**config.mk**
```make
export PLATFORM = sky130hd
export DESIGN_NAME = hazard_ctrl_flat
export DESIGN_NICKNAME = d
export VERILOG_FILES = /design/src/rtl/hazard_ctrl_if.sv /design/src/rtl/hazard_ctrl.sv /design/src/flat_wrapper.sv
export SDC_FILE = /design/constraint.sdc
export NUM_CORES = 1
export LEC_CHECK = 0
export CORE_UTILIZATION = 30
export CTS_BUF_LIST = sky130_fd_sc_hd__clkbuf_4 sky130_fd_sc_hd__clkbuf_8
export CTS_CLUSTER_SIZE = 8
export DETAILED_ROUTE_END_ITERATION = 10
export GPL_TIMING_DRIVEN = 0
export PLACE_DENSITY = 0.77
export SYNTH_ARGS = -nofsm -noshare
export SYNTH_HDL_FRONTEND = slang
export SYNTH_SLANG_ARGS = --single-unit
```
**constraint.sdc**
```tcl
create_clock -name clk -period 2.3 [get_ports clk]
set_input_delay 0.46 -clock clk [delete_from_list [all_inputs] [get_ports clk]]
set_output_delay 0.46 -clock clk [all_outputs]
set_load 0.005 [all_outputs]
```
**src/rtl/hazard_ctrl_if.sv**
```systemverilog
// Pipeline hazard bus: the register numbers, write enables and hazard
// controls exchanged between the 5-stage pipeline datapath and hazard_ctrl.
// The master is the pipeline; the slave is the hazard controller.
interface hazard_ctrl_if;
    // ID stage sources
    logic [4:0] rsD;
    logic [4:0] rtD;
    // ID/EX register sources
    logic [4:0] rsE;
    logic [4:0] rtE;
    // Destination registers and write enables per stage
    logic [4:0] writeRegE;
    logic [4:0] writeRegM;
    logic [4:0] writeRegW;
    logic       regWriteE;
    logic       regWriteM;
    logic       regWriteW;
    // EX instruction attributes and ID branch resolution
    logic       memToRegE;
    logic       branchTakenD;
    logic       multiStartE;
    // Hazard controls back to the pipeline
    logic       stallF;
    logic       stallD;
    logic       stallE;
    logic       flushD;
    logic       flushE;
    logic [1:0] forwardAE;
    logic [1:0] forwardBE;
    logic       busy;

    modport master (
        output rsD, rtD, rsE, rtE,
        output writeRegE, writeRegM, writeRegW,
        output regWriteE, regWriteM, regWriteW,
        output memToRegE, branchTakenD, multiStartE,
        input  stallF, stallD, stallE, flushD, flushE,
        input  forwardAE, forwardBE, busy
    );

    modport slave (
        input  rsD, rtD, rsE, rtE,
        input  writeRegE, writeRegM, writeRegW,
        input  regWriteE, regWriteM, regWriteW,
        input  memToRegE, branchTakenD, multiStartE,
        output stallF, stallD, stallE, flushD, flushE,
        output forwardAE, forwardBE, busy
    );
endinterface

```
**src/rtl/hazard_ctrl.sv**
```systemverilog
// hazard_ctrl: stall / flush / forward control for a 5-stage pipeline with
// a multi-cycle ALU op that occupies EX for MULTI_LAT cycles.
//
// Build option: define HAZARD_FWD_EN to enable EX operand forwarding from
// MEM/WB. Without it, any dependency on an in-flight EX/MEM writer stalls
// the instruction in ID until the value reaches the register file.
//
// Reset is synchronous, active-low. While rst is low every output is held
// at 0 combinationally, so the pipeline sees no stalls during reset.
//
// State | meaning
// ------+-----------------------------------------------------------
// RUN   | normal issue; a multiStartE here starts a multi-cycle op
// MULTI | multi-cycle op still occupying EX; cnt counts remaining cycles
module hazard_ctrl #(
    parameter int MULTI_LAT = 4
) (
    input  logic         clk,
    input  logic         rst,
    hazard_ctrl_if.slave hz
);

    typedef enum logic [0:0] {
        RUN   = 1'b0,
        MULTI = 1'b1
    } state_t;

    // The first EX cycle is covered by the combinational multiStart term,
    // so the counter only has to cover the remaining MULTI_LAT-2 cycles.
    localparam logic       HAS_MULTI = (MULTI_LAT > 2);
    localparam logic [4:0] CNT_LOAD  = 5'(MULTI_LAT - 2);

    state_t     state_q;
    state_t     state_d;
    logic [4:0] cnt_q;
    logic [4:0] cnt_d;

    logic       multi_start;
    logic       mstall;
    logic       lwstall;
    logic       rawstall;
    logic       stall_front;
    logic [1:0] fwd_a;
    logic [1:0] fwd_b;

    // State register and cycle counter; reset aborts any op in progress.
    always_ff @(posedge clk) begin
        if (!rst) begin
            state_q <= RUN;
            cnt_q   <= '0;
        end else begin
            state_q <= state_d;
            cnt_q   <= cnt_d;
        end
    end

    // Next-state logic; multiStartE is only honoured while in RUN.
    always_comb begin
        state_d     = state_q;
        cnt_d       = cnt_q;
        multi_start = (state_q == RUN) && hz.multiStartE;
        case (state_q)
            RUN: begin
                if (multi_start && HAS_MULTI) begin
                    state_d = MULTI;
                    cnt_d   = CNT_LOAD;
                end
            end
            MULTI: begin
                if (cnt_q == 5'd1) begin
                    state_d = RUN;
                    cnt_d   = '0;
                end else begin
                    cnt_d = cnt_q - 5'd1;
                end
            end
            default: begin
                state_d = RUN;
                cnt_d   = '0;
            end
        endcase
    end

    // Load-use hazard: a load in EX feeding the instruction in ID.
    always_comb begin
        lwstall = hz.memToRegE && hz.regWriteE && (hz.writeRegE != 5'd0) &&
                  ((hz.writeRegE == hz.rsD) || (hz.writeRegE == hz.rtD));
    end

`ifdef HAZARD_FWD_EN
    // Operand forwarding for EX; the younger MEM result wins over WB.
    always_comb begin
        fwd_a    = 2'b00;
        fwd_b    = 2'b00;
        rawstall = 1'b0;
        if (hz.regWriteM && (hz.writeRegM != 5'd0) && (hz.writeRegM == hz.rsE))
            fwd_a = 2'b10;
        else if (hz.regWriteW && (hz.writeRegW != 5'd0) && (hz.writeRegW == hz.rsE))
            fwd_a = 2'b01;
        if (hz.regWriteM && (hz.writeRegM != 5'd0) && (hz.writeRegM == hz.rtE))
            fwd_b = 2'b10;
        else if (hz.regWriteW && (hz.writeRegW != 5'd0) && (hz.writeRegW == hz.rtE))
            fwd_b = 2'b01;
    end
`else
    // No forwarding paths: hold ID until EX and MEM writers have drained.
    // WB writers are fine because the register file writes in the first
    // half-cycle and ID reads in the second.
    always_comb begin
        fwd_a    = 2'b00;
        fwd_b    = 2'b00;
        rawstall = (hz.regWriteE && (hz.writeRegE != 5'd0) &&
                    ((hz.writeRegE == hz.rsD) || (hz.writeRegE == hz.rtD))) ||
                   (hz.regWriteM && (hz.writeRegM != 5'd0) &&
                    ((hz.writeRegM == hz.rsD) || (hz.writeRegM == hz.rtD)));
    end

    // Operand sources only used by the forwarding network.
    logic unused_fwd_inputs;
    assign unused_fwd_inputs = ^{hz.rsE, hz.rtE, hz.writeRegW, hz.regWriteW};
`endif

    // Output decode, forced to 0 while reset is asserted. A multi-cycle op
    // in EX is never flushed, and a branch held in ID by a stall is not
    // allowed to redirect fetch until the stall releases.
    always_comb begin
        mstall      = multi_start || (state_q == MULTI);
        stall_front = mstall || lwstall || rawstall;

        hz.stallF    = 1'b0;
        hz.stallD    = 1'b0;
        hz.stallE    = 1'b0;
        hz.flushD    = 1'b0;
        hz.flushE    = 1'b0;
        hz.forwardAE = 2'b00;
        hz.forwardBE = 2'b00;
        hz.busy      = 1'b0;
        if (rst) begin
            hz.stallF    = stall_front;
            hz.stallD    = stall_front;
            hz.stallE    = mstall;
            hz.flushE    = (lwstall || rawstall) && !mstall;
            hz.flushD    = hz.branchTakenD && !stall_front;
            hz.forwardAE = fwd_a;
            hz.forwardBE = fwd_b;
            hz.busy      = (state_q == MULTI);
        end
    end

endmodule

```
**src/flat_wrapper.sv**
```systemverilog
// flat-port wrapper written by rule: the top's interface ports become plain ports
module hazard_ctrl_flat 
#(
    parameter int MULTI_LAT = 4
)
  (clk, rst, hz_rsD, hz_rtD, hz_rsE, hz_rtE, hz_writeRegE, hz_writeRegM, hz_writeRegW, hz_regWriteE, hz_regWriteM, hz_regWriteW, hz_memToRegE, hz_branchTakenD, hz_multiStartE, hz_stallF, hz_stallD, hz_stallE, hz_flushD, hz_flushE, hz_forwardAE, hz_forwardBE, hz_busy);
  hazard_ctrl_if hz_i ();
  input  logic clk;
  input  logic rst;
  input wire logic [$bits(hz_i.rsD)-1:0] hz_rsD;
  input wire logic [$bits(hz_i.rtD)-1:0] hz_rtD;
  input wire logic [$bits(hz_i.rsE)-1:0] hz_rsE;
  input wire logic [$bits(hz_i.rtE)-1:0] hz_rtE;
  input wire logic [$bits(hz_i.writeRegE)-1:0] hz_writeRegE;
  input wire logic [$bits(hz_i.writeRegM)-1:0] hz_writeRegM;
  input wire logic [$bits(hz_i.writeRegW)-1:0] hz_writeRegW;
  input wire logic [$bits(hz_i.regWriteE)-1:0] hz_regWriteE;
  input wire logic [$bits(hz_i.regWriteM)-1:0] hz_regWriteM;
  input wire logic [$bits(hz_i.regWriteW)-1:0] hz_regWriteW;
  input wire logic [$bits(hz_i.memToRegE)-1:0] hz_memToRegE;
  input wire logic [$bits(hz_i.branchTakenD)-1:0] hz_branchTakenD;
  input wire logic [$bits(hz_i.multiStartE)-1:0] hz_multiStartE;
  output wire logic [$bits(hz_i.stallF)-1:0] hz_stallF;
  output wire logic [$bits(hz_i.stallD)-1:0] hz_stallD;
  output wire logic [$bits(hz_i.stallE)-1:0] hz_stallE;
  output wire logic [$bits(hz_i.flushD)-1:0] hz_flushD;
  output wire logic [$bits(hz_i.flushE)-1:0] hz_flushE;
  output wire logic [$bits(hz_i.forwardAE)-1:0] hz_forwardAE;
  output wire logic [$bits(hz_i.forwardBE)-1:0] hz_forwardBE;
  output wire logic [$bits(hz_i.busy)-1:0] hz_busy;
  assign hz_i.rsD = hz_rsD;
  assign hz_i.rtD = hz_rtD;
  assign hz_i.rsE = hz_rsE;
  assign hz_i.rtE = hz_rtE;
  assign hz_i.writeRegE = hz_writeRegE;
  assign hz_i.writeRegM = hz_writeRegM;
  assign hz_i.writeRegW = hz_writeRegW;
  assign hz_i.regWriteE = hz_regWriteE;
  assign hz_i.regWriteM = hz_regWriteM;
  assign hz_i.regWriteW = hz_regWriteW;
  assign hz_i.memToRegE = hz_memToRegE;
  assign hz_i.branchTakenD = hz_branchTakenD;
  assign hz_i.multiStartE = hz_multiStartE;
  assign hz_stallF = hz_i.stallF;
  assign hz_stallD = hz_i.stallD;
  assign hz_stallE = hz_i.stallE;
  assign hz_flushD = hz_i.flushD;
  assign hz_flushE = hz_i.flushE;
  assign hz_forwardAE = hz_i.forwardAE;
  assign hz_forwardBE = hz_i.forwardBE;
  assign hz_busy = hz_i.busy;
  hazard_ctrl #(.MULTI_LAT(MULTI_LAT)) u_core (.clk(clk), .rst(rst), .hz(hz_i));
endmodule
```
# [Word level (Yosys, flattened, before mapping)]
# Cells that the tools add are included.
[classes] n_addsub=1 eq_ne=6 muxes=11 bitwise_logic=1 n_reduce_logical=21
[op_table] cell="== test 5 bit" count=4
[op_table] cell="logical AND 1 bit" count=10
[op_table] cell="2-to-1 mux 5 bit" count=2
[op_table] cell="one-hot mux 5 bit (2 select lines)" count=1
[op_table] cell="nonzero test 5 bit" count=2
[op_table] cell="logical OR 1 bit" count=7
[op_table] cell="2-to-1 mux 1 bit" count=7
[op_table] cell="== test 5 x 1 -> 1 bit, second input constant" count=1
[op_table] cell="subtractor 5 x 1 -> 5 bit, second input constant" count=1
[op_table] cell="zero test 1 bit" count=2
[op_table] cell="inequality test 2 x 1 -> 1 bit, second input constant" count=1
[op_table] cell="one-hot mux 1 bit (2 select lines)" count=1
[op_table] cell="NOT 1 bit" count=1
[totals] ff_bits=6 output_inout_bits=10 elab_cells=42

# [Logic depth before layout (Yosys ltp)]
[logic_depth] word_depth=8 depth_mapped=7

# [Worst setup path before layout]
# No wires, ideal clock.
[synth_path] kind="input port to output port" start="input hz_writeRegE[2]" end="output hz_stallF" arrival_time_ns=1.534 t_required_ns=1.840 setup_slack_ns=0.306 stages=6 path_buffers=1 cell_sequence="xor2_1 > nor3_1 > a22oi_1 > o22a_2 > a21boi_0 > buf_4"
[synth_between] elab_chain_len=6 word_cells_on_any_way=12 cone_classes="eq/ne (2); mux (1); reduce/logical (9)"
[synth_rtl] item="start, declared" line="flat_wrapper.sv:14" text="input wire logic [$bits(hz_i.writeRegE)-1:0] hz_writeRegE;"
[synth_rtl] item="== test 5 bit or nonzero test 5 bit (tied branches)"
[synth_rtl] item="logical OR 1 bit (tied with other cells)" line="hazard_ctrl.sv:87, hazard_ctrl.sv:113"
[synth_rtl] item="logical AND 1 bit (on tied branches)" line="hazard_ctrl.sv:86, hazard_ctrl.sv:112"
[synth_rtl] item="logical OR 1 bit (on tied branches)" line="hazard_ctrl.sv:128, hazard_ctrl.sv:113"
[synth_rtl] item="logical OR 1 bit (*)" line="hazard_ctrl.sv:128" text="stall_front = mstall || lwstall || rawstall;"
[synth_rtl] item="2-to-1 mux 1 bit (*)"
[synth_rtl] item="end, declared" line="flat_wrapper.sv:23" text="output wire logic [$bits(hz_i.stallF)-1:0] hz_stallF;"
# Mark *: on every way between the ends. The rest lies on a longest branch, timed or not.

# [Worst setup path in the final report]
[layout_path] start="input hz_rtD[3]" end="output hz_flushD"
[layout_between] elab_chain_len=8 word_cells_on_any_way=13 cone_classes="eq/ne (2); mux (1); reduce/logical (10)"
[layout_rtl] item="start, declared" line="flat_wrapper.sv:11" text="input wire logic [$bits(hz_i.rtD)-1:0] hz_rtD;"
[layout_rtl] item="== test 5 bit (on tied branches)" line="hazard_ctrl.sv:87, hazard_ctrl.sv:113, hazard_ctrl.sv:115"
[layout_rtl] item="logical OR 1 bit (on tied branches)" line="hazard_ctrl.sv:87, hazard_ctrl.sv:113, hazard_ctrl.sv:115"
[layout_rtl] item="logical AND 1 bit (on tied branches)" line="hazard_ctrl.sv:86, hazard_ctrl.sv:112, hazard_ctrl.sv:114"
[layout_rtl] item="logical OR 1 bit (on tied branches)" line="hazard_ctrl.sv:128, hazard_ctrl.sv:113"
[layout_rtl] item="logical OR 1 bit (*)" line="hazard_ctrl.sv:128"
[layout_rtl] item="zero test 1 bit (*)" line="hazard_ctrl.sv:143" text="hz.flushD = hz.branchTakenD && !stall_front;"
[layout_rtl] item="logical AND 1 bit (*)" line="hazard_ctrl.sv:143"
[layout_rtl] item="2-to-1 mux 1 bit (*)" line="hazard_ctrl.sv:138" text="if (rst) begin"
[layout_rtl] item="end, declared" line="flat_wrapper.sv:26" text="output wire logic [$bits(hz_i.flushD)-1:0] hz_flushD;"
# Marks and branches as above.

==> metrics.cfg <==
[cells_and_area]
flow.area_growth_from_synthesis_pct = 58.4
final_core_utilization = 0.505
nets = 165
diodes = 0
post_route_cells_drive_above_1_share = 0.237
post-route-cell-area_um2 = 981

[routing]
final_antenna_net_count = 0
via_cell_ratio = 4.64
detail_route.iter0.violations = 7
wl_um = 1740
number_of_vias_in_the_routed_layout = 673
first_pass_iters = 2
post-route-drc-count = 0
avgRoutedWirePerCell_um = 12.0

[synth]
synth-main-ff-cell = dfxtp_1
synth_area_um2 = 619
synth-warning-count = 0
post_synth_most_frequent_cells = xor2_1 (20), dfxtp_1 (6), nor2_1 (6), o21ai_0 (6)
synth_top_area_cell = xor2_1
postSynth.asyncResetShare = 0
synth-edff-count = 0
synth_top_cells_by_area = xor2_1 (28%), dfxtp_1 (19%), buf_4 (6.1%)
yosysUniqueCellTypes = 23
seq_area_frac_synth = 0.194
ys_seq_elements = 6
post_synth_inst_count = 79
synth.most_common_cell = xor2_1
synthesis.area_per_instance_um2 = 7.84
synth_top_cell_area_share = 0.283

[floorplanning]
rows = 16
initial_core_util = 0.319
fp.dieH_um = 47.4
num_io_pins = 53
placeableCoreArea_um2 = 1940
floorplan.die.width_um = 47.4
die_area_um2 = 2250

[setup_path]
cp_max_fo = 2
worstPathArrival_ns = 1.78
critical_path.slowest_cell = clkdlybuf4s15_1
crit_path_max_incr_delay_ns = 0.22
worst_path_dominant_cell_family = buffers and inverters
crit_path_cell_trace = clkdlybuf4s15_1, xor2_1, nor3_1, a22oi_1, o22a_2, buf_6, and4_1, buf_2
cp_data_required_time_ns = 1.84
endpoint_kind = output port
cp-start-kind = input pin
critPathBufInv = 3
crit_type = input pin to output port

[placement]
io_buffer_count = 31
dpl-instance-area_um2 = 975
dp_hpwl_um = 1430
globalplace.congestion = 0.795

[sta]
rsz0062_at_grt = false
fmax_mhz = 447
timing.final.crit_period_ns = 2.24
setup_violations = 0
finalMaxSlewViolations = 0
hold_viol_final = 0
final_min_period_over_clock_period = 0.972
setup-tns-final_ns = 0
finClkSkew_ns = 0.00168

[global_route]
grt_pass1_wl_um = 2420
grt.total_usage = 0.153
number_of_global_route_vias_before_repair = 644
antenna_violations_before_repair = 0
pin_count_of_the_biggest_net_entering_global_routing = 8
gr-total-overflow = 0

[power]
total_leakage_power_uw = 0.000443
pwr_density_cell_nw_per_um2 = 376
vdd.ir_drop.worst_v = 0.000281

[clock_tree]
clkTransAtPathRegs_ns = 0.05
tritoncts = built
cts_made_buffers = 3
worst_skew_pair.late_latency_ns = 0.25
clock_tree.buffer_depth = 2
ctsHtreeMaxLevel = 1
cts_num_sinks = 6
number_of_hold_repair_buffers_added_at_the_cts_stage = 0
cts_root_buf = clkbuf_4

[hold_path]
hp-class = flop to flop

[run_status]
run_status = finished, final reports clean

[flow_run]
timing.max_cap.violations = 0

==> per-layer routing <==
layer  routed length, um  GRT usage  up-vias
met5                   0          0        -
met4                  27     0.0914        0
met3                 197     0.0377        4
met2                 878      0.288       33
met1                 632      0.148      297
li1                    -          -      339
==> cell families after synthesis <==
| family | synth area share |
|---|---|
| and+or+nand+nor | 0.242 |
| xor gates and xnor gates | 0.283 |
| buffers and inverters | 0.0727 |
| AOI/OAI and AO/OA | 0.145 |
| adders and majority gates | 0.0404 |
| muxes | 0.0162 |
| DFF | 0.194 |
| other | 0.00605 |
==> stage by stage <==
stage | setup slack [ns] | total power [uW] | hold WS [ns] | std cells
after global routing | 0.00589 | 392 | 0.507 | 145
final | 0.0650 | 369 | 0.474 | 145
after floorplan | 0.306 | 194 | 0.437 | 82
after detailed placement | -0.708 | 277 | 0.469 | 140
after global placement | -0.733 | 272 | 0.459 | 140
after CTS | 0.00586 | 367 | 0.482 | 144
==> sequential cells by signal (all words and copies together), names as in the netlist <==
signal          cells
u_core.cnt_q        5
u_core.state_q      1
==> what timing repair did <==
| item | 4_1_cts | 5_1_grt |
|---|---|---|
| endpoints found under the setup margin | 4 | 4 |
| pin swaps | 13 | 9 |
| buffers inserted | 1 | 1 |
| gates resized for setup | 60 | 20 |
==> layout make-up <==
class                   instances  area [um2]
inverters                       2        7.51
clock buffers                   3        22.5
repair buffers                 33         283
well taps                      27        33.8
plain buffers                   5        37.5
multi-input cells              69         477
flip-flops and latches          6         120
fillers                       206         961
==> worst paths after layout <==
path              startpoint               to  slack, ns  depth (start not counted)
min          u_core.cnt_q[4]  u_core.cnt_q[4]       0.47                          2
max reg2reg  u_core.cnt_q[0]  u_core.cnt_q[4]       0.86                          6
min reg2reg  u_core.cnt_q[4]  u_core.cnt_q[4]       0.47                          2
max                hz_rtD[3]        hz_flushD       0.06                          8
==> cell usage in the layout (no fill, tap or decap) <==
master / Yosys / final
o21ai_2: 0 / 1
inv_1: 2 / 2
and2_1: 1 / 1
nor3_1: 5 / 5
clkdlybuf4s50_1: 0 / 7
nand2_1: 5 / 5
buf_8: 0 / 1
nand2b_1: 4 / 4
o21ai_1: 2 / 1
clkdlybuf4s15_1: 0 / 4
buf_4: 5 / 7
o21ai_0: 6 / 6
or4_1: 2 / 1
or4_4: 0 / 1
buf_6: 0 / 4
dfxtp_1: 6 / 6
mux2i_1: 1 / 1
a21boi_0: 2 / 1
ha_1: 2 / 2
o22a_2: 1 / 1
nor4b_1: 1 / 1
a21boi_2: 0 / 1
nor2b_1: 2 / 2
clkbuf_4: 0 / 3
nor2_1: 6 / 6
clkbuf_2: 0 / 4
dlygate4sd2_1: 0 / 6
nor3b_1: 1 / 1
buf_2: 0 / 5
xor2_1: 20 / 20
and4_1: 1 / 1
a22oi_1: 2 / 2
o311a_1: 1 / 1
conb_1: 1 / 4
==> where the power goes <==
part	internal [uW]	switching, uW
clock network	59.2	40.1
logic	82.7	65.1
registers	113	8.67
total	255	114
==> worst register-to-register path: cells and delay by family (launching register included) <==
family | cells | cell delay, ns
AND/OR/NAND/NOR | 3 | 0.59
adder cells (fa/ha/maj) | 1 | 0.17
AO/OA/AOI/OAI | 2 | 0.18
flip-flops | 1 | 0.38
(Power assumes the default switching activity.)
